===== src/rtl/video_encoder_pipe.sv =====
// video_encoder_pipe
//   Pipelined pixel encoder for the pong display. It maps the scan position
//   (x, y) to a COLOR_W pixel showing two paddles, the ball, a dashed centre
//   net and two-digit scores. Game state is latched once per frame, and the
//   display blinks depending on the game mode. Latency is a fixed 2 cycles.
// Ports
//   clk, rst               pixel clock, asynchronous active-high reset
//   frame_start            1-cycle pulse: latch game state, advance blink count
//   px_valid, x, y         scan position and its valid flag
//   bat_size, mode         paddle height select, game mode
//   p1_score, p2_score     raw scores (display clamps them to 99)
//   p1_y, p2_y             paddle top rows
//   ball_x, ball_y         ball top-left corner
//   px_data_out            pixel, 2 cycles after (x, y)
//   px_valid_out           px_valid delayed by 2 cycles
module video_encoder_pipe #(
    parameter int H_RES    = 640,
    parameter int V_RES    = 480,
    parameter int COORD_W  = 11,
    parameter int SCORE_W  = 6,
    parameter int COLOR_W  = 1,
    parameter int BAT_W    = 8,
    parameter int BAT_H_S  = 48,
    parameter int BAT_H_L  = 96,
    parameter int BALL_SZ  = 8,
    parameter int P1_X     = 16,
    parameter int SCORE_Y  = 16,
    parameter int DIG_SC   = 4,
    parameter int BLINK_FR = 30
) (
    input  logic               clk,
    input  logic               rst,
    input  logic               frame_start,
    input  logic               px_valid,
    input  logic [COORD_W-1:0] x,
    input  logic [COORD_W-1:0] y,
    input  logic               bat_size,
    input  logic [1:0]         mode,
    input  logic [SCORE_W-1:0] p1_score,
    input  logic [SCORE_W-1:0] p2_score,
    input  logic [COORD_W-1:0] p1_y,
    input  logic [COORD_W-1:0] p2_y,
    input  logic [COORD_W-1:0] ball_x,
    input  logic [COORD_W-1:0] ball_y,
    output logic [COLOR_W-1:0] px_data_out,
    output logic               px_valid_out
);

    // All range arithmetic is one bit wider than the coordinates so that
    // lo + size can never wrap back onto the screen.
    localparam int CW1 = COORD_W + 1;

    localparam logic [CW1-1:0] H_RES_C  = CW1'(H_RES);
    localparam logic [CW1-1:0] V_RES_C  = CW1'(V_RES);
    localparam logic [CW1-1:0] BAT_W_C  = CW1'(BAT_W);
    localparam logic [CW1-1:0] BAT_S_C  = CW1'(BAT_H_S);
    localparam logic [CW1-1:0] BAT_L_C  = CW1'(BAT_H_L);
    localparam logic [CW1-1:0] BALL_C   = CW1'(BALL_SZ);
    localparam logic [CW1-1:0] P1_X_C   = CW1'(P1_X);
    localparam logic [CW1-1:0] P2_X_C   = CW1'(H_RES - P1_X - BAT_W);
    localparam logic [CW1-1:0] NET_L_C  = CW1'(H_RES / 2 - 1);
    localparam logic [CW1-1:0] NET_R_C  = CW1'(H_RES / 2);
    localparam logic [CW1-1:0] SY_C     = CW1'(SCORE_Y);
    localparam logic [CW1-1:0] DIG_C    = CW1'(DIG_SC);
    localparam logic [CW1-1:0] DW_C     = CW1'(3 * DIG_SC);
    localparam logic [CW1-1:0] DH_C     = CW1'(5 * DIG_SC);
    localparam logic [CW1-1:0] P1T_X_C  = CW1'(H_RES / 2 - 8 * DIG_SC);
    localparam logic [CW1-1:0] P1U_X_C  = CW1'(H_RES / 2 - 4 * DIG_SC);
    localparam logic [CW1-1:0] P2T_X_C  = CW1'(H_RES / 2 + DIG_SC);
    localparam logic [CW1-1:0] P2U_X_C  = CW1'(H_RES / 2 + 5 * DIG_SC);

    localparam logic [COLOR_W-1:0] FG      = {COLOR_W{1'b1}};
    // Net colour is a 0 MSB followed by ones; with a single bit it stays lit.
    localparam logic [COLOR_W-1:0] NET_COL = (COLOR_W == 1) ? FG : (FG >> 1);

    localparam int BLK_W = (BLINK_FR > 1) ? $clog2(BLINK_FR) : 1;
    localparam logic [BLK_W-1:0] BLK_LAST = BLK_W'(BLINK_FR - 1);

    // Half-open range test [lo, lo+sz)
    function automatic logic in_rng(input logic [CW1-1:0] v, lo, sz);
        return (v >= lo) && (v < lo + sz);
    endfunction

    // Segments {a,b,c,d,e,f,g} of a decimal digit
    function automatic logic [6:0] seg_mask(input logic [3:0] d);
        logic [6:0] s;
        case (d)
            4'd0:    s = 7'b1111110;
            4'd1:    s = 7'b0110000;
            4'd2:    s = 7'b1101101;
            4'd3:    s = 7'b1111001;
            4'd4:    s = 7'b0110011;
            4'd5:    s = 7'b1011011;
            4'd6:    s = 7'b1011111;
            4'd7:    s = 7'b1110000;
            4'd8:    s = 7'b1111111;
            4'd9:    s = 7'b1111011;
            default: s = 7'b0000000;
        endcase
        return s;
    endfunction

    // Pixel test for one digit drawn on a 3x5 cell grid at column x0
    function automatic logic digit_hit(input logic [CW1-1:0] px, py, x0,
                                       input logic [3:0] bcd);
        logic [6:0]     s;
        logic [CW1-1:0] dx;
        logic [CW1-1:0] dy;
        logic [2:0]     col;
        logic [2:0]     row;
        logic           l;
        logic           r;
        logic           hit;
        s   = seg_mask(bcd);
        dx  = px - x0;
        dy  = py - SY_C;
        col = 3'(dx / DIG_C);
        row = 3'(dy / DIG_C);
        l   = (col == 3'd0);
        r   = (col == 3'd2);
        hit = 1'b0;
        if (in_rng(px, x0, DW_C) && in_rng(py, SY_C, DH_C)) begin
            case (row)
                3'd0:    hit = s[6] | (l & s[1]) | (r & s[5]);
                3'd1:    hit = (l & s[1]) | (r & s[5]);
                3'd2:    hit = s[0] | (l & (s[1] | s[2])) | (r & (s[5] | s[4]));
                3'd3:    hit = (l & s[2]) | (r & s[4]);
                3'd4:    hit = s[3] | (l & s[2]) | (r & s[4]);
                default: hit = 1'b0;
            endcase
        end else begin
            hit = 1'b0;
        end
        return hit;
    endfunction

    // Clamp to 99 and split into {tens, units}
    function automatic logic [7:0] to_bcd(input logic [SCORE_W-1:0] sc);
        int v;
        v = int'(sc);
        if (v > 99) begin
            v = 99;
        end else begin
            v = v;
        end
        return {4'(v / 10), 4'(v % 10)};
    endfunction

    // Shadow game state
    logic [1:0]         mode_d,     mode_q;
    logic               bat_size_d, bat_size_q;
    logic [COORD_W-1:0] p1_y_d,     p1_y_q;
    logic [COORD_W-1:0] p2_y_d,     p2_y_q;
    logic [COORD_W-1:0] ball_x_d,   ball_x_q;
    logic [COORD_W-1:0] ball_y_d,   ball_y_q;
    logic [7:0]         p1_bcd_d,   p1_bcd_q;
    logic [7:0]         p2_bcd_d,   p2_bcd_q;
    // Blink
    logic [BLK_W-1:0]   blk_cnt_d,  blk_cnt_q;
    logic               blink_on_d, blink_on_q;
    // Stage 1
    logic               v1_d, v1_q;
    logic [COORD_W-1:0] x1_d, x1_q;
    logic [COORD_W-1:0] y1_d, y1_q;
    logic               ball1_d, ball1_q;
    logic               bat1_d,  bat1_q;
    logic               bat2_d,  bat2_q;
    logic               score1_d, score1_q;
    logic               net1_d,  net1_q;
    // Stage 2
    logic [COLOR_W-1:0] px_data_d;
    logic               px_valid_d;

    // Shadow load on frame_start and blink counter advance
    always_comb begin
        mode_d     = mode_q;
        bat_size_d = bat_size_q;
        p1_y_d     = p1_y_q;
        p2_y_d     = p2_y_q;
        ball_x_d   = ball_x_q;
        ball_y_d   = ball_y_q;
        p1_bcd_d   = p1_bcd_q;
        p2_bcd_d   = p2_bcd_q;
        blk_cnt_d  = blk_cnt_q;
        blink_on_d = blink_on_q;
        if (frame_start) begin
            mode_d     = mode;
            bat_size_d = bat_size;
            p1_y_d     = p1_y;
            p2_y_d     = p2_y;
            ball_x_d   = ball_x;
            ball_y_d   = ball_y;
            p1_bcd_d   = to_bcd(p1_score);
            p2_bcd_d   = to_bcd(p2_score);
            if (blk_cnt_q == BLK_LAST) begin
                blk_cnt_d  = '0;
                blink_on_d = ~blink_on_q;
            end else begin
                blk_cnt_d  = blk_cnt_q + BLK_W'(1);
                blink_on_d = blink_on_q;
            end
        end else begin
            blk_cnt_d  = blk_cnt_q;
            blink_on_d = blink_on_q;
        end
    end

    // Stage 1: object hit flags, gated by the mode of the latched frame
    always_comb begin
        logic [CW1-1:0] xe;
        logic [CW1-1:0] ye;
        logic [CW1-1:0] bat_h;
        logic           show_ball;
        logic           show_bat;
        logic           show_score;
        logic           show_net;
        logic           hit_score;
        xe    = {1'b0, x};
        ye    = {1'b0, y};
        bat_h = bat_size_q ? BAT_L_C : BAT_S_C;
        case (mode_q)
            2'b00: begin
                show_ball = 1'b0; show_bat = 1'b0; show_score = 1'b1; show_net = 1'b1;
            end
            2'b01: begin
                show_ball = 1'b1; show_bat = 1'b1; show_score = 1'b1; show_net = 1'b1;
            end
            2'b10: begin
                show_ball = blink_on_q; show_bat = 1'b1; show_score = 1'b1; show_net = 1'b1;
            end
            2'b11: begin
                show_ball = 1'b0; show_bat = 1'b1; show_score = blink_on_q; show_net = 1'b1;
            end
            default: begin
                show_ball = 1'b0; show_bat = 1'b0; show_score = 1'b0; show_net = 1'b0;
            end
        endcase
        hit_score = digit_hit(xe, ye, P1T_X_C, p1_bcd_q[7:4])
                  | digit_hit(xe, ye, P1U_X_C, p1_bcd_q[3:0])
                  | digit_hit(xe, ye, P2T_X_C, p2_bcd_q[7:4])
                  | digit_hit(xe, ye, P2U_X_C, p2_bcd_q[3:0]);
        v1_d     = px_valid;
        x1_d     = x;
        y1_d     = y;
        ball1_d  = show_ball & in_rng(xe, {1'b0, ball_x_q}, BALL_C)
                             & in_rng(ye, {1'b0, ball_y_q}, BALL_C);
        bat1_d   = show_bat & in_rng(xe, P1_X_C, BAT_W_C) & in_rng(ye, {1'b0, p1_y_q}, bat_h);
        bat2_d   = show_bat & in_rng(xe, P2_X_C, BAT_W_C) & in_rng(ye, {1'b0, p2_y_q}, bat_h);
        score1_d = show_score & hit_score;
        net1_d   = show_net & ((xe == NET_L_C) || (xe == NET_R_C)) & ~y[3];
    end

    // Stage 2: visibility window and priority mux
    always_comb begin
        px_valid_d = v1_q;
        if (!v1_q || ({1'b0, x1_q} >= H_RES_C) || ({1'b0, y1_q} >= V_RES_C)) begin
            px_data_d = '0;
        end else if (ball1_q) begin
            px_data_d = FG;
        end else if (bat1_q || bat2_q) begin
            px_data_d = FG;
        end else if (score1_q) begin
            px_data_d = FG;
        end else if (net1_q) begin
            px_data_d = NET_COL;
        end else begin
            px_data_d = '0;
        end
    end

    // State and pipeline registers
    always_ff @(posedge clk or posedge rst) begin
        if (rst) begin
            mode_q       <= 2'b00;
            bat_size_q   <= 1'b0;
            p1_y_q       <= '0;
            p2_y_q       <= '0;
            ball_x_q     <= '0;
            ball_y_q     <= '0;
            p1_bcd_q     <= 8'h00;
            p2_bcd_q     <= 8'h00;
            blk_cnt_q    <= '0;
            blink_on_q   <= 1'b1;
            v1_q         <= 1'b0;
            x1_q         <= '0;
            y1_q         <= '0;
            ball1_q      <= 1'b0;
            bat1_q       <= 1'b0;
            bat2_q       <= 1'b0;
            score1_q     <= 1'b0;
            net1_q       <= 1'b0;
            px_data_out  <= '0;
            px_valid_out <= 1'b0;
        end else begin
            mode_q       <= mode_d;
            bat_size_q   <= bat_size_d;
            p1_y_q       <= p1_y_d;
            p2_y_q       <= p2_y_d;
            ball_x_q     <= ball_x_d;
            ball_y_q     <= ball_y_d;
            p1_bcd_q     <= p1_bcd_d;
            p2_bcd_q     <= p2_bcd_d;
            blk_cnt_q    <= blk_cnt_d;
            blink_on_q   <= blink_on_d;
            v1_q         <= v1_d;
            x1_q         <= x1_d;
            y1_q         <= y1_d;
            ball1_q      <= ball1_d;
            bat1_q       <= bat1_d;
            bat2_q       <= bat2_d;
            score1_q     <= score1_d;
            net1_q       <= net1_d;
            px_data_out  <= px_data_d;
            px_valid_out <= px_valid_d;
        end
    end

endmodule


===== config.mk =====
export PLATFORM = sky130hd
export DESIGN_NAME = video_encoder_pipe
export DESIGN_NICKNAME = d
export VERILOG_FILES = /design/src/rtl/video_encoder_pipe.sv
export SDC_FILE = /design/constraint.sdc
export NUM_CORES = 1
export LEC_CHECK = 0
export ABC_CLOCK_PERIOD_IN_PS = 2700
export CAP_MARGIN = 10
export CORE_MARGIN = 3
export CORE_UTILIZATION = 40
export DETAILED_ROUTE_END_ITERATION = 10
export GPL_TIMING_DRIVEN = 1
export PLACE_DENSITY = 0.69
export SETUP_SLACK_MARGIN = 0.15
export SLEW_MARGIN = 5
export SYNTH_ARGS = -nofsm -noshare
export SYNTH_HDL_FRONTEND = slang
export SYNTH_SLANG_ARGS = --single-unit
export TNS_END_PERCENT = 1

===== constraint.sdc =====
create_clock -name clk -period 2.7 [get_ports clk]
set_clock_uncertainty 0.1 [all_clocks]
set_input_delay 0.54 -clock clk [delete_from_list [all_inputs] [get_ports clk]]
set_output_delay 0.54 -clock clk [all_outputs]
set_load 0.01 [all_outputs]

==> results.cfg, run 1 <==
[status]
outcome = finished clean

[routing]
drt-initial-drc-count = 331
wl_per_cell_um = 15.7
detail-route-antenna-nets = 0
drt-total-wl_um = 18500
dr_total_vias = 6493
post-route-drc-count = 0
dr.pass1.iters = 5
viasPerCell = 5.50

[die]
die_w_um = 139
die_area_um2 = 19400
rows = 48
ios = 87
die_h_um = 139
initial_core_util = 0.410
core_area_um2 = 17400

[worst_setup_path]
critical_path_class = reg2reg
rrSetupSlack_ps = 100
cp_max_fo = 3
cp_data_required_time_ps = 2840
cp.arrival_ps = 2740
worstReg2RegStart = bat_size_q$_DFFE_PP0P_
ff2ff_path_depth = 13
worst_setup_path_end_kind = flip-flop
r2r-end = bat1_q$_DFF_PP0_
crit_path_start_kind = flip-flop

[placed_design]
portBuffers = 86
dpl.cell_count = 1161
post-dp-hpwl_um = 14200
globalplace.congestion = 0.872

[timing]
tightest_slew_ps = 488
finalHoldViolCount = 0
period_minus_slack_ps = 2600
relSlewSlack = 0.671
max_freq_mhz = 385
period_share = 0.962
drv_slew = 0
hold_ws_ps = 314
rsz0062_at_grt = true
finalSetupViolations = 0

[global_route]
grt_pass1_vias = 6360
use_met1 = 0.266
grt_busiest_layer = met2
grt_pass1_wl_um = 30800
grtUsageMet2 = 0.306
grt_usage = 0.191
grt_overflow = 0
use_met3 = 0.0402
grt_antenna_before_repair = 0
grt_max_degree = 86

[hold_path]
worstHoldEndpoint = px_valid_out$_DFF_PP0_
hold_start = px_valid_d$_DFF_PP0_
hold_class = reg2reg
whs_path_depth = 0

[synth]
syn_inst = 826
syn-num-nets = 1020
synth_edf_count = 0
synth-main-ff-cell = dfrtp_1
async_reset_ff_frac = 1.00
ys_seq_area_frac = 0.299
synth-seq-cells = 85
syn_area_per_cell_um2 = 8.61
synth_cell_types = 74
synth_warnings = 0
netlist_area_um2 = 7110

[clock_network]
cts_sinks = 85
cts-htree-levels = 3
insertion_delay_ps = 350
cts_made_buffers = 9
clockBufferDepth = 2
cts_hold_buf = 0
cts.clk_slew.worst_paths_ps = 60
cts_tree = done
cts-root-buf = clkbuf_16

[layout]
stdcell_count = 1180
mostFrequentLayoutCells = ha_1, nand2_1, clkdlybuf4s50_1
final_core_util = 0.525
final_layout_size_suffix_gt1_frac = 0.134
fin_nets = 1144
syn2layout_area_growth_pct = 28.2
final_common_cell = ha_1
num_antenna_cells = 0

[power_and_ir_drop]
power_leakage_nw = 4.03
power_density_nw_per_um2 = 468
vdd_drop_max_mv = 0.334

[job]
maxCapViolations = 0
-- critical path, cell delays in order, from the launching register on --
cell and delay [ps]:
dfrtp_1 390, inv_2 110, ha_4 140, inv_1 50, ha_4 160, nor2b_4 100
o21ai_2 70, or3_4 340, xnor2_2 140, ha_1 320, o2111ai_1 110, a32oi_1 180
o21ai_1 100, and3_1 170
-- flip-flops by register name (all words and copies together) (netlist names), 2 cells and up --
name,cells
ball_x_q,11
ball_y_q,11
p1_y_q,11
p2_y_q,11
p1_bcd_q,7
p2_bcd_q,7
y1_q,6
blk_cnt_q,5
x1_q,4
mode_q,2
-- cell families after synthesis --
| group | synth area share |
|---|---|
| adder cells (fa/ha/maj) | 0.192 |
| multiplexers | 0.0192 |
| flip-flops | 0.299 |
| AND/OR/NAND/NOR | 0.183 |
| AO/OA/AOI/OAI | 0.214 |
| buffers and inverters | 0.0635 |
| XOR/XNOR | 0.0296 |
-- metal layers --
| layer | vias up | routed length (µm) |
|---|---|---|
| li1 | 3226 | - |
| met1 | 3108 | 8980 |
| met2 | 141 | 8450 |
| met3 | 18 | 826 |
| met4 | 0 | 211 |
| met5 | - | 0 |
-- how the worst max path moves through the flow --
stage | start | to | cells past startpoint
detailed placement | p2_score[3] | p2_bcd_q[2]$_DFFE_PP0P_ | 11
CTS | bat_size_q$_DFFE_PP0P_ | bat2_q$_DFF_PP0_ | 12
finish | bat_size_q$_DFFE_PP0P_ | bat1_q$_DFF_PP0_ | 13
floorplan | p1_score[3] | p1_bcd_q[3]$_DFFE_PP0P_ | 12
global route | p1_score[4] | p1_bcd_q[3]$_DFFE_PP0P_ | 12
global placement | p1_score[4] | p1_bcd_q[3]$_DFFE_PP0P_ | 12
-- cells in the mapped netlist (4+ instances only) --
cell type	n	share of area
a2111oi_0	5	0.0062
a211oi_1	11	0.012
a21o_1	10	0.011
a21oi_1	32	0.023
a22oi_1	4	0.0042
a31oi_1	7	0.0062
and2_1	5	0.0044
and3_1	13	0.011
buf_2	13	0.0091
clkbuf_1	17	0.0090
dfrtp_1	84	0.30
ha_1	109	0.19
inv_1	77	0.041
mux2_2	7	0.011
nand2_1	85	0.045
nand2b_1	13	0.011
nand3_1	19	0.013
nand4_1	15	0.013
nor2_1	28	0.015
nor2b_1	20	0.018
nor3_1	10	0.0070
nor4_1	10	0.0088
o2111ai_1	4	0.0049
o211ai_1	6	0.0063
o21a_1	16	0.017
o21ai_0	87	0.061
o21ai_1	5	0.0035
o21bai_1	4	0.0042
o22ai_1	5	0.0044
o31ai_1	5	0.0053
o32ai_1	4	0.0049
or3_1	5	0.0044
or3b_1	4	0.0049
xnor2_1	21	0.026
-- stage by stage --
| stage | total power, mW | worst slack (ps) | TNS (ps) | instance area, µm² |
|---|---|---|---|---|
| final | 4.27 | 103 | 0 | 9120 |
| after global routing | 4.57 | -4.14 | -5.95 | 9120 |
| after CTS | 4.25 | 61.6 | 0 | 8970 |
| after detailed placement | 2.97 | -228 | -999 | 8620 |
| after global placement | 2.93 | -183 | -685 | 8620 |
| after floorplan | 2.46 | 70.7 | 0 | 7120 |
-- power breakdown --
group,switching [mW],leakage [nW],internal (mW)
sequential,0.153,1.03,1.42
combinational,0.731,2.86,0.723
clock,0.513,0.141,0.725
total,1.40,4.03,2.87
-- what timing repair did --
action | CTS | global route
gates resized for setup | 11 | 26
hold endpoints to repair | 0 | 0
setup endpoints to repair | 4 | 11
pin swaps | 6 | 17
buffers inserted | 1 | 2
-- cell type report --
class	count	area [µm²]
inverters	80	304
multi-input cells	628	4710
repair buffers	146	1400
fillers	1597	8240
clock buffers	14	284
flip-flops and latches	85	2130
well taps	225	282
clock inverters	2	15.0
No activity file was read; power rests on OpenSTA's default activity.
==> run 2, diff against run 1 <==
--- a/config.mk
+++ b/config.mk
@@ -5,13 +5,13 @@
 export SDC_FILE = /design/constraint.sdc
 export NUM_CORES = 1
 export LEC_CHECK = 0
-export ABC_CLOCK_PERIOD_IN_PS = 2700
+export ABC_CLOCK_PERIOD_IN_PS = 3000
 export CAP_MARGIN = 10
 export CORE_MARGIN = 3
 export CORE_UTILIZATION = 40
 export DETAILED_ROUTE_END_ITERATION = 10
 export GPL_TIMING_DRIVEN = 1
-export PLACE_DENSITY = 0.69
+export PLACE_DENSITY = 0.67
 export SETUP_SLACK_MARGIN = 0.15
 export SLEW_MARGIN = 5
 export SYNTH_ARGS = -nofsm -noshare
==> constraint.sdc (replaced) <==
create_clock -name clk -period 3 [get_ports clk]
set_clock_uncertainty 0.1 [all_clocks]
set_input_delay 0.6 -clock clk [delete_from_list [all_inputs] [get_ports clk]]
set_output_delay 0.6 -clock clk [all_outputs]
set_load 0.01 [all_outputs]
==> results.cfg, run 2 (same netlist as run 1, synthesis figures left out) <==
[placed_design]
dpl.cell_count = 1135
dp_slack_ps = -11.7
globalplace.congestion = 0.876
post-dp-hpwl_um = 14100
portBuffers = 86

[die]
rows = 48
die_area_um2 = 19400
die_w_um = 139
core_area_um2 = 17400
initial_core_util = 0.410
ios = 87
die_h_um = 139

[routing]
drt-total-wl_um = 18000
dr_total_vias = 6336
post-route-drc-count = 0
drt-initial-drc-count = 339
wl_per_cell_um = 15.6
dr.pass1.iters = 4
detail-route-antenna-nets = 0
viasPerCell = 5.50

[worst_setup_path]
critical_path_class = reg2reg
r2r-end = bat1_q$_DFF_PP0_
rrSetupSlack_ps = 300
worst_setup_path_end_kind = flip-flop
crit_path_start_kind = flip-flop
ff2ff_path_depth = 13
cp_max_fo = 3
cp_data_required_time_ps = 3140
cp.arrival_ps = 2840
worstReg2RegStart = bat_size_q$_DFFE_PP0P_

[global_route]
grt_usage = 0.187
grt_pass1_vias = 6133
grt_overflow = 0
grt_max_degree = 49
grt_antenna_before_repair = 0
grt_pass1_wl_um = 30100

[layout]
nFillCells = 1656
syn2layout_area_growth_pct = 22.7
final_layout_size_suffix_gt1_frac = 0.0851
mostFrequentLayoutCells = ha_1, nand2_1, o21ai_0, clkdlybuf4s50_1, dfrtp_1
stdcell_count = 1153
fin_nets = 1117
final_common_cell = ha_1
num_antenna_cells = 0
final_core_util = 0.503

[timing]
drv_slew = 0
hold_ws_ps = 339
finalSetupViolations = 0
relSlewSlack = 0.574
period_minus_slack_ps = 2700
tightest_slew_ps = 637
setup_ws_ps = 298
max_freq_mhz = 370
rsz0062_at_grt = true
period_share = 0.901
finalHoldViolCount = 0

[status]
outcome = finished clean

[power_and_ir_drop]
p_total_mw = 3.76
vdd_drop_max_mv = 0.315
power_leakage_nw = 3.86
power_density_nw_per_um2 = 431

[clock_network]
cts_made_buffers = 9
cts_tree = done
cts_sinks = 85
cts-htree-levels = 3
cts-root-buf = clkbuf_16
clockBufferDepth = 2
cts.clk_slew.worst_paths_ps = 60
insertion_delay_ps = 350

[hold_path]
worstHoldEndpoint = px_valid_out$_DFF_PP0_
hold_class = reg2reg
whs_path_depth = 0
hold_start = px_valid_d$_DFF_PP0_

[job]
maxCapViolations = 0
-- run 2: layout make-up --
type                       count  area [µm²]  share of cell area
tap                          225         282              0.0323
inverter                      80         304              0.0348
multi-input combinational    628        4550               0.522
timing repair buffer         119        1160               0.132
clock buffer                  11         243              0.0278
sequential                    85        2130               0.244
clock inverter                 5        60.1             0.00688
-- run 2: worst max-delay path, stage by stage, from the launching register on --
cell,delay (ps)
dfrtp_1,410
inv_2,90
ha_1,160
inv_1,40
ha_1,200
nor2b_1,110
o21ai_1,100
or3_1,340
xnor2_1,130
ha_1,290
o2111ai_1,110
a32oi_1,190
o21ai_0,110
and3_1,190
-- run 2: power by group --
part,leakage [nW],switching [mW],total [mW],internal [mW]
sequential,1.03,0.137,1.41,1.28
combinational,2.69,0.619,1.20,0.584
clock,0.146,0.473,1.14,0.669
-- run 2: worst max-delay path by stage --
stage / depth (start not counted) / endpoint / from / slack, ps
global route: 12 / p1_bcd_q[3]$_DFFE_PP0P_ / p1_score[4] / 140
floorplan: 12 / p1_bcd_q[3]$_DFFE_PP0P_ / p1_score[3] / 310
global placement: 12 / p1_bcd_q[3]$_DFFE_PP0P_ / p1_score[4] / 40
detailed placement: 12 / p1_bcd_q[3]$_DFFE_PP0P_ / p1_score[4] / -10
CTS: 12 / bat2_q$_DFF_PP0_ / bat_size_q$_DFFE_PP0P_ / 170
finish: 13 / bat1_q$_DFF_PP0_ / bat_size_q$_DFFE_PP0P_ / 300
-- run 2: metrics by stage --
step	cell area [µm²]	setup TNS, ps
finish	8730	0
global route	8730	0
CTS	8690	0
detailed placement	8390	-11.7
global placement	8390	0
floorplan	7120	0
-- run 2: repair_timing --
item,4_1_cts,5_1_grt
endpoints found under the hold margin,0,0
pin swaps,0,3
setup buffers,0,2
hold buffers,0,0
setup endpoints to repair,1,3
cloned,0,0
resized for setup,1,6
-- run 2: layer usage --
metal | GRT usage | up-vias | part of all wire
met5 | 0 | - | 0
met4 | 0.0572 | 0 | 0.019
met3 | 0.0368 | 21 | 0.044
met2 | 0.298 | 142 | 0.45
met1 | 0.257 | 2998 | 0.48
li1 | - | 3175 | -
==> run 3, diff against run 2 <==
--- a/config.mk
+++ b/config.mk
@@ -13,6 +13,7 @@
 export GPL_TIMING_DRIVEN = 1
 export PLACE_DENSITY = 0.67
 export SETUP_SLACK_MARGIN = 0.15
+export SKIP_CTS_REPAIR_TIMING = 1
 export SLEW_MARGIN = 5
 export SYNTH_ARGS = -nofsm -noshare
 export SYNTH_HDL_FRONTEND = slang
==> results.cfg, run 3 (same netlist as run 1, synthesis figures left out) <==
[timing]
period_minus_slack_ps = 2700
fin_setup_tns_ps = 0
max_freq_mhz = 370
tightest_slew_ps = 635
period_share = 0.901
relSlewSlack = 0.575
drv_slew = 0
rsz0062_at_grt = true
finalSetupViolations = 0
finalHoldViolCount = 0

[power_and_ir_drop]
power_density_nw_per_um2 = 431
vdd_drop_max_mv = 0.314
swShare = 0.327
p_total_mw = 3.76
p_switching_mw = 1.23
combPwrFrac = 0.320
power_leakage_nw = 3.86
p_int_mw = 2.53
seqPwrFrac = 0.376
clockPowerShare = 0.304

[placed_design]
placed_area_um2 = 8390
globalplace.congestion = 0.876
post-dp-hpwl_um = 14100
dpl.cell_count = 1135
portBuffers = 86

[clock_network]
cts_sinks = 85
cts-root-buf = clkbuf_16
cts_made_buffers = 9
cts_tree = done
clockBufferDepth = 2
cts-htree-levels = 3
insertion_delay_ps = 350
cts.clk_slew.worst_paths_ps = 60

[layout]
num_antenna_cells = 0
fin_area_um2 = 8730
nFillCells = 1656
mostFrequentLayoutCells = ha_1, nand2_1, o21ai_0, clkdlybuf4s50_1, dfrtp_1
stdcell_count = 1153
final_common_cell = ha_1
multi_input_area_um2 = 4550
syn2layout_area_growth_pct = 22.7
seq_area_um2 = 2130
fin_nets = 1117
final_layout_size_suffix_gt1_frac = 0.0851

[die]
die_w_um = 139
die_h_um = 139
ios = 87
core_area_um2 = 17400
initial_core_util = 0.410
rows = 48
die_area_um2 = 19400

[routing]
drt-total-wl_um = 17900
drt-initial-drc-count = 343
dr_total_vias = 6332
post-route-drc-count = 0
dr.pass1.iters = 4
wl_per_cell_um = 15.6
viasPerCell = 5.49
detail-route-antenna-nets = 0

[worst_setup_path]
path_common_cell = ha_1
crit_chain = inv_2 -> ha_1 -> inv_1 -> ha_1 -> nor2b_1 -> o21ai_1 -> or3_1 -> xnor2_1 -> ha_1 -> o2111ai_1 -> a32oi_1 -> o21ai_0 -> and3_1
crit_path_start_kind = flip-flop
cpMaxStageDelayCell = dfrtp_1
ff2ff_path_depth = 13
worst_setup_path_end_kind = flip-flop
cp.arrival_ps = 2840
cp_max_fo = 3
max_stage_delay_ps = 410
critical_path_class = reg2reg
cp_data_required_time_ps = 3140

[job]
maxCapViolations = 0

[status]
outcome = finished clean

[global_route]
grt_pass1_wl_um = 30100
grt_antenna_before_repair = 0
grt_usage = 0.187
grt_overflow = 0
grt_max_degree = 49
grt_pass1_vias = 6131

[hold_path]
whs_path_depth = 0
hold_class = reg2reg
## run 3: cell type report
cell class,count,area share
Clock buffer,11,0.0278
Clock inverter,5,0.00688
Tap cell,225,0.0323
Sequential cell,85,0.244
Multi-Input combinational cell,628,0.522
Timing Repair Buffer,119,0.132
Inverter,80,0.0348
## run 3: final timing paths
path | start | end | slack [ps]
max in group asynchronous | rst | blink_on_q$_DFFE_PP1P_ | 1630
hold / removal | px_valid_d$_DFF_PP0_ | px_valid_out$_DFF_PP0_ | 340
min in group asynchronous | rst | blk_cnt_q[3]$_DFFE_PP0P_ | 580
hold reg to reg | px_valid_d$_DFF_PP0_ | px_valid_out$_DFF_PP0_ | 340
setup reg to reg | bat_size_q$_DFFE_PP0P_ | bat1_q$_DFF_PP0_ | 300
setup / recovery | bat_size_q$_DFFE_PP0P_ | bat1_q$_DFF_PP0_ | 300
## run 3: metrics by stage
stage,utilization,hold WS [ps],worst slack (ps)
CTS,0.501,342,123
global placement,0.483,326,36.5
finish,0.503,339,298
global route,0.503,356,138
floorplan,-,246,311
detailed placement,0.483,317,-11.7
## run 3: critical path, delay by kind of cell, from the launching register on
kind,cells,cell delay [ps]
xor+xnor,1,130
simple gates,3,640
compound gates,4,510
fa+ha+maj,3,650
buf+inv,2,130
flops,1,410
## run 3: layer usage
metal  wire length (µm)  track usage
met3                777       0.0371
met1               8710        0.258
met2               8100        0.298
met4                352       0.0572
met5                  0            0
## run 3: power groups by stage
stage | sequential [mW] | combinational, mW | clock (mW)
after floorplan | 1.38 | 0.841 | 0
after global placement | 1.43 | 1.17 | 0
after detailed placement | 1.43 | 1.19 | 0
after CTS | 1.41 | 1.20 | 1.17
after global routing | 1.44 | 1.38 | 1.22
final | 1.41 | 1.20 | 1.14
==> patch 1: new RTL, config.mk and constraints of run 3 <==
`BLINK_FR`: 30 -> 15.
--- a/src/rtl/video_encoder_pipe.sv
+++ b/src/rtl/video_encoder_pipe.sv
@@ -26,7 +26,7 @@
     parameter int P1_X     = 16,
     parameter int SCORE_Y  = 16,
     parameter int DIG_SC   = 4,
-    parameter int BLINK_FR = 30
+    parameter int BLINK_FR = 15
 ) (
     input  logic               clk,
     input  logic               rst,
Function: no difference found for any inputs over 4 cycles, from zero or initial values and one cycle with rst high; that may be too few to reach the edited logic, so the function may still have changed.
==> patch 1 against run 3 <==
- combinational power shrank 6%
- fmax shrank 0.52%
- setup slack lost 14 ps
- critical endpoint is now p2_bcd_q[2]
- area after synthesis shrank 5.1%
- routed wire length shrank 6.7%
- count of clock-buffer cells in the layout grew 2
- final area shrank 3.5%
- power shrank 1.9%
- sequential cell count shrank 1
==> patch 1: results (changes against run 3) <==
[global_route]
grt_antenna_before_repair = 0  ; unchanged
grt_pass1_wl_um = 27600  ; -8.5%
grt_pass1_vias = 5604  ; -8.6%
grtUsageTotal_pct = 18.6  ; -0.13 points
grt_max_degree = 61  ; +24%

[worst_setup_path]
worstPathArrival_ps = 2900  ; +60 ps
cp_slowest_cell = clkdlybuf4s50_1
critPathMaxFanout = 5  ; +2
cpPeakStageDelay_ps = 420
crit_family = adder cells

[synth]
synth_flop_cell = dfrtp_1
synth_area_leaders = dfrtp_1 (31%), ha_1 (20%), o21ai_0 (6.7%)
synth-warning-count = 0  ; unchanged
yosysSeqAreaShare_pct = 31.2  ; +1.2 points
synth.avg_cell_area_um2 = 8.59  ; -0.27%
synth_nets = 978  ; -4.1%
synthTopCellsByCount = ha_1 (107), o21ai_0 (91), dfrtp_1 (83), nand2_1 (83), inv_1 (77)
synthArstFlopShare_pct = 100  ; unchanged
synth_cell_types = 72  ; -2.7%

[routing]
dr.pass1.iters = 5  ; +1
drtIter0Drc = 421  ; +23%
routed_wl_um = 16700  ; -6.7%
wl_per_cell_um = 15.0  ; -3.6%
viasPerCell = 5.26  ; -4.3%

[placement]
portBuffers = 86  ; unchanged
place_congestion = 0.928  ; +5.9%
placed_area_um2 = 8070  ; -3.7%
hpwlAfterDp_um = 13100  ; -7.3%

[power_and_ir_drop]
vdd.ir_drop.worst_mv = 0.346  ; +10%
swShare_pct = 32.2  ; -0.52 points
leakage_nw = 3.84  ; -0.64%

[clocking]
cts_made_buffers = 9  ; unchanged
cts.clk_slew.worst_paths_ps = 60  ; about the same
root_buffer = clkbuf_16
clock_latency_ps = 350  ; about the same
htreeDepth = 3  ; unchanged
cts.path.max_buffers = 2  ; unchanged

[cells_and_area]
drive_above_1_share_pct = 9.67  ; +1.2 points
final_nets = 1087  ; -2.7%
n_antenna_cell = 0  ; unchanged
fill_cells = 1570  ; -5.2%

[min_path]
hp-class = reg -> reg

[sta]
max-slew-margin-rel_pct = 61.9  ; +4.4 points
setup_viol = 0  ; unchanged

[outcome]
status = complete, no violations

==> patch 1: changes by cell type after synthesis, sizes merged, moves of 5 or more <==
| cell | run 3 | this run |
|---|---|---|
| or3b | 6 | 0 |
| nor2 | 28 | 40 |
| o21a | 16 | 10 |
| a21oi | 32 | 40 |
| nor3 | 10 | 16 |
| nor4 | 10 | 3 |
| xnor2 | 21 | 28 |
| and3 | 13 | 7 |
| buf | 16 | 11 |
| a211oi | 11 | 6 |
==> patch 1: cell type report <==
class                      count  area [um^2]  area share [%]
clock buffer                  13          260            3.09
tap                          216          270            3.21
multi-input combinational    595         4250            50.5
timing repair buffer         127         1190            14.2
inverter                      78          297            3.52
sequential                    84         2100            25.0
clock inverter                 3         43.8           0.520
==> patch 1: cell families (layout without fill, tap and decap cells) <==
logic type	Yosys count	after routing	synth area share (%)
compound gates	216	216	20.1
xor+xnor	30	30	3.89
fa+ha+maj	108	108	20.0
buf+inv	107	221	6.19
flops	84	84	31.2
mux	13	13	2.09
simple gates	228	228	16.6
==> patch 1: final timing paths <==
kind | startpoint | endpoint | slack (ps) | depth (start not counted)
max | p2_score[4] | p2_bcd_q[2] | 280 | 10
min | px_valid_d | px_valid_out | 280 | 0
max reg2reg | bat_size_q | bat2_q | 310 | 13
min reg2reg | px_valid_d | px_valid_out | 280 | 0
max in group asynchronous | rst | blink_on_q | 1900 | 3
min in group asynchronous | rst | p1_y_q[0] | 590 | 3
==> patch 1: per-layer routing <==
layer	track usage, %	up-vias	part of all wire (%)
met4	4.54	0	1.1
met1	26.3	2709	48
met5	0	-	0
li1	-	3008	-
met3	3.89	15	5.3
met2	29.2	135	45
==> patch 1: stage by stage <==
step / hold WS (ps) / setup WS, ps
2_1_floorplan: 246 / 260
3_3_place_gp: 267 / -124
3_5_place_dp: 259 / -186
4_1_cts: 284 / 102
5_1_grt: 296 / 130
6_report: 279 / 284
==> patch 1: power groups by stage <==
stage | registers (W) | clock network [W] | logic (W)
final | 0.00139 | 0.00116 | 0.00113
after global routing | 0.00142 | 0.00122 | 0.00130
after CTS | 0.00139 | 0.00119 | 0.00113
after detailed placement | 0.00141 | 0 | 0.00112
after global placement | 0.00141 | 0 | 0.00110
after floorplan | 0.00135 | 0 | 0.000773
==> patch 1: worst register-to-register path: stages (launching register included) <==
cell and delay [ps]:
dfrtp_1 410, inv_2 100, ha_1 160, inv_1 40
ha_1 190, nor2b_1 110, o21ai_1 90, or3_1 350
xnor2_1 140, ha_1 290, o2111ai_1 110, a31o_2 240
a32oi_2 170, a2111oi_2 60
==> patch 2: new RTL, config.mk and constraints of run 3 <==
Made on the original files. Compare `blk_cnt_q` against `BLK_LAST` with >= in place of ==.
--- a/src/rtl/video_encoder_pipe.sv
+++ b/src/rtl/video_encoder_pipe.sv
@@ -192,7 +192,7 @@
             ball_y_d   = ball_y;
             p1_bcd_d   = to_bcd(p1_score);
             p2_bcd_d   = to_bcd(p2_score);
-            if (blk_cnt_q == BLK_LAST) begin
+            if (blk_cnt_q >= BLK_LAST) begin
                 blk_cnt_d  = '0;
                 blink_on_d = ~blink_on_q;
             end else begin
Function: no difference found for any inputs over 4 cycles, from zero or initial values and one cycle with rst high; that may be too few to reach the edited logic, so the function may still have changed.
==> patch 2 against run 3 <==
- area after synthesis decreased by 4.0%
- sequential cell count is the same
- setup slack worse by 130 ps
- final area down 1.4%
- routed wire length shrank 6.1%
- core utilization up 1.4 points
- synthesized cell count fell by 5.2%
- critical path depth unchanged
- power grew 0.11%
- critical path type unchanged
- largest cell class unchanged
- highest routed layer unchanged
==> patch 2: results (changes against run 3) <==
[cells_and_area]
fin_area_um2 = 8610  ; -1.4%
signal_buffers = 131  ; +10%
drive_above_1_share_pct = 11.5  ; +3.0 points
bufAreaShareNonClock_pct = 14.2  ; +0.94 points
seq_share_pct = 24.7  ; +0.34 points
multi_input_cells = 591  ; -5.9%
inverters = 79  ; -1.3%
instances_no_fill = 1122  ; -2.7%
fill_cells = 1573  ; -5.0%

[die]
rows = 47  ; -2.1%

[placement]
post-place-ws_ps = -169  ; -158 ps
placed_area_um2 = 8170  ; -2.6%

[worst_setup_path]
crit_family = compound AO/OA/AOI/OAI gates
r2r-end = bat2_q
worstPathArrival_ps = 2980  ; +140 ps
regToRegSetupSlack_ps = 170  ; -130 ps

[routing]
routed_wl_um = 16800  ; -6.1%
drtIter0Drc = 275  ; -20%
viasPerCell = 5.30  ; -3.4%

[sta]
max-slew-margin-rel_pct = 58.8  ; +1.2 points
holdWs_ps = 273  ; -66.5 ps

[synth]
synth_cell_types = 70  ; -5.4%
synth_area_leaders = dfrtp_1 (31%), ha_1 (20%), o21ai_0 (6.4%)
synthTopCellsByCount = ha_1 (109), o21ai_0 (87), dfrtp_1 (84)
yosysSeqAreaShare_pct = 31.2  ; +1.2 points
netlist_instances = 783  ; -5.2%

[power_and_ir_drop]
p_per_area_nw_per_um2 = 437  ; +1.5%
p_int_w = 0.00254  ; +0.39%
leakage_nw = 3.84  ; -0.54%
vdd.ir_drop.worst_mv = 0.386  ; +23%

[global_route]
grt_pass1_vias = 5684  ; -7.3%

[outcome]
status = complete, no violations

-- patch 2: cell count changes after synthesis, moves of 5 or more --
cell	run 3	this run
a21o_1	10	5
o21ai_1	5	0
nor3_1	10	18
nand2_1	85	77
a21oi_1	32	24
buf_2	13	5
-- patch 2: layer usage --
metal | track usage [%] | share of wire [%]
met2 | 30.7 | 48
met5 | 0 | 0
met4 | 4.98 | 1.6
met1 | 24.3 | 47
met3 | 3.93 | 3.8
-- patch 2: logic make-up (layout without fill, tap and decap cells) --
family / after synthesis / after routing / synth area share [%]
XOR/XNOR: 27 / 27 / 3.46
multiplexers: 12 / 12 / 1.89
buffers and inverters: 107 / 226 / 6.03
flip-flops: 85 / 85 / 31.2
adder cells (fa/ha/maj): 110 / 110 / 20.1
AND/OR/NAND/NOR: 240 / 240 / 18.1
AO/OA/AOI/OAI: 202 / 202 / 19.2
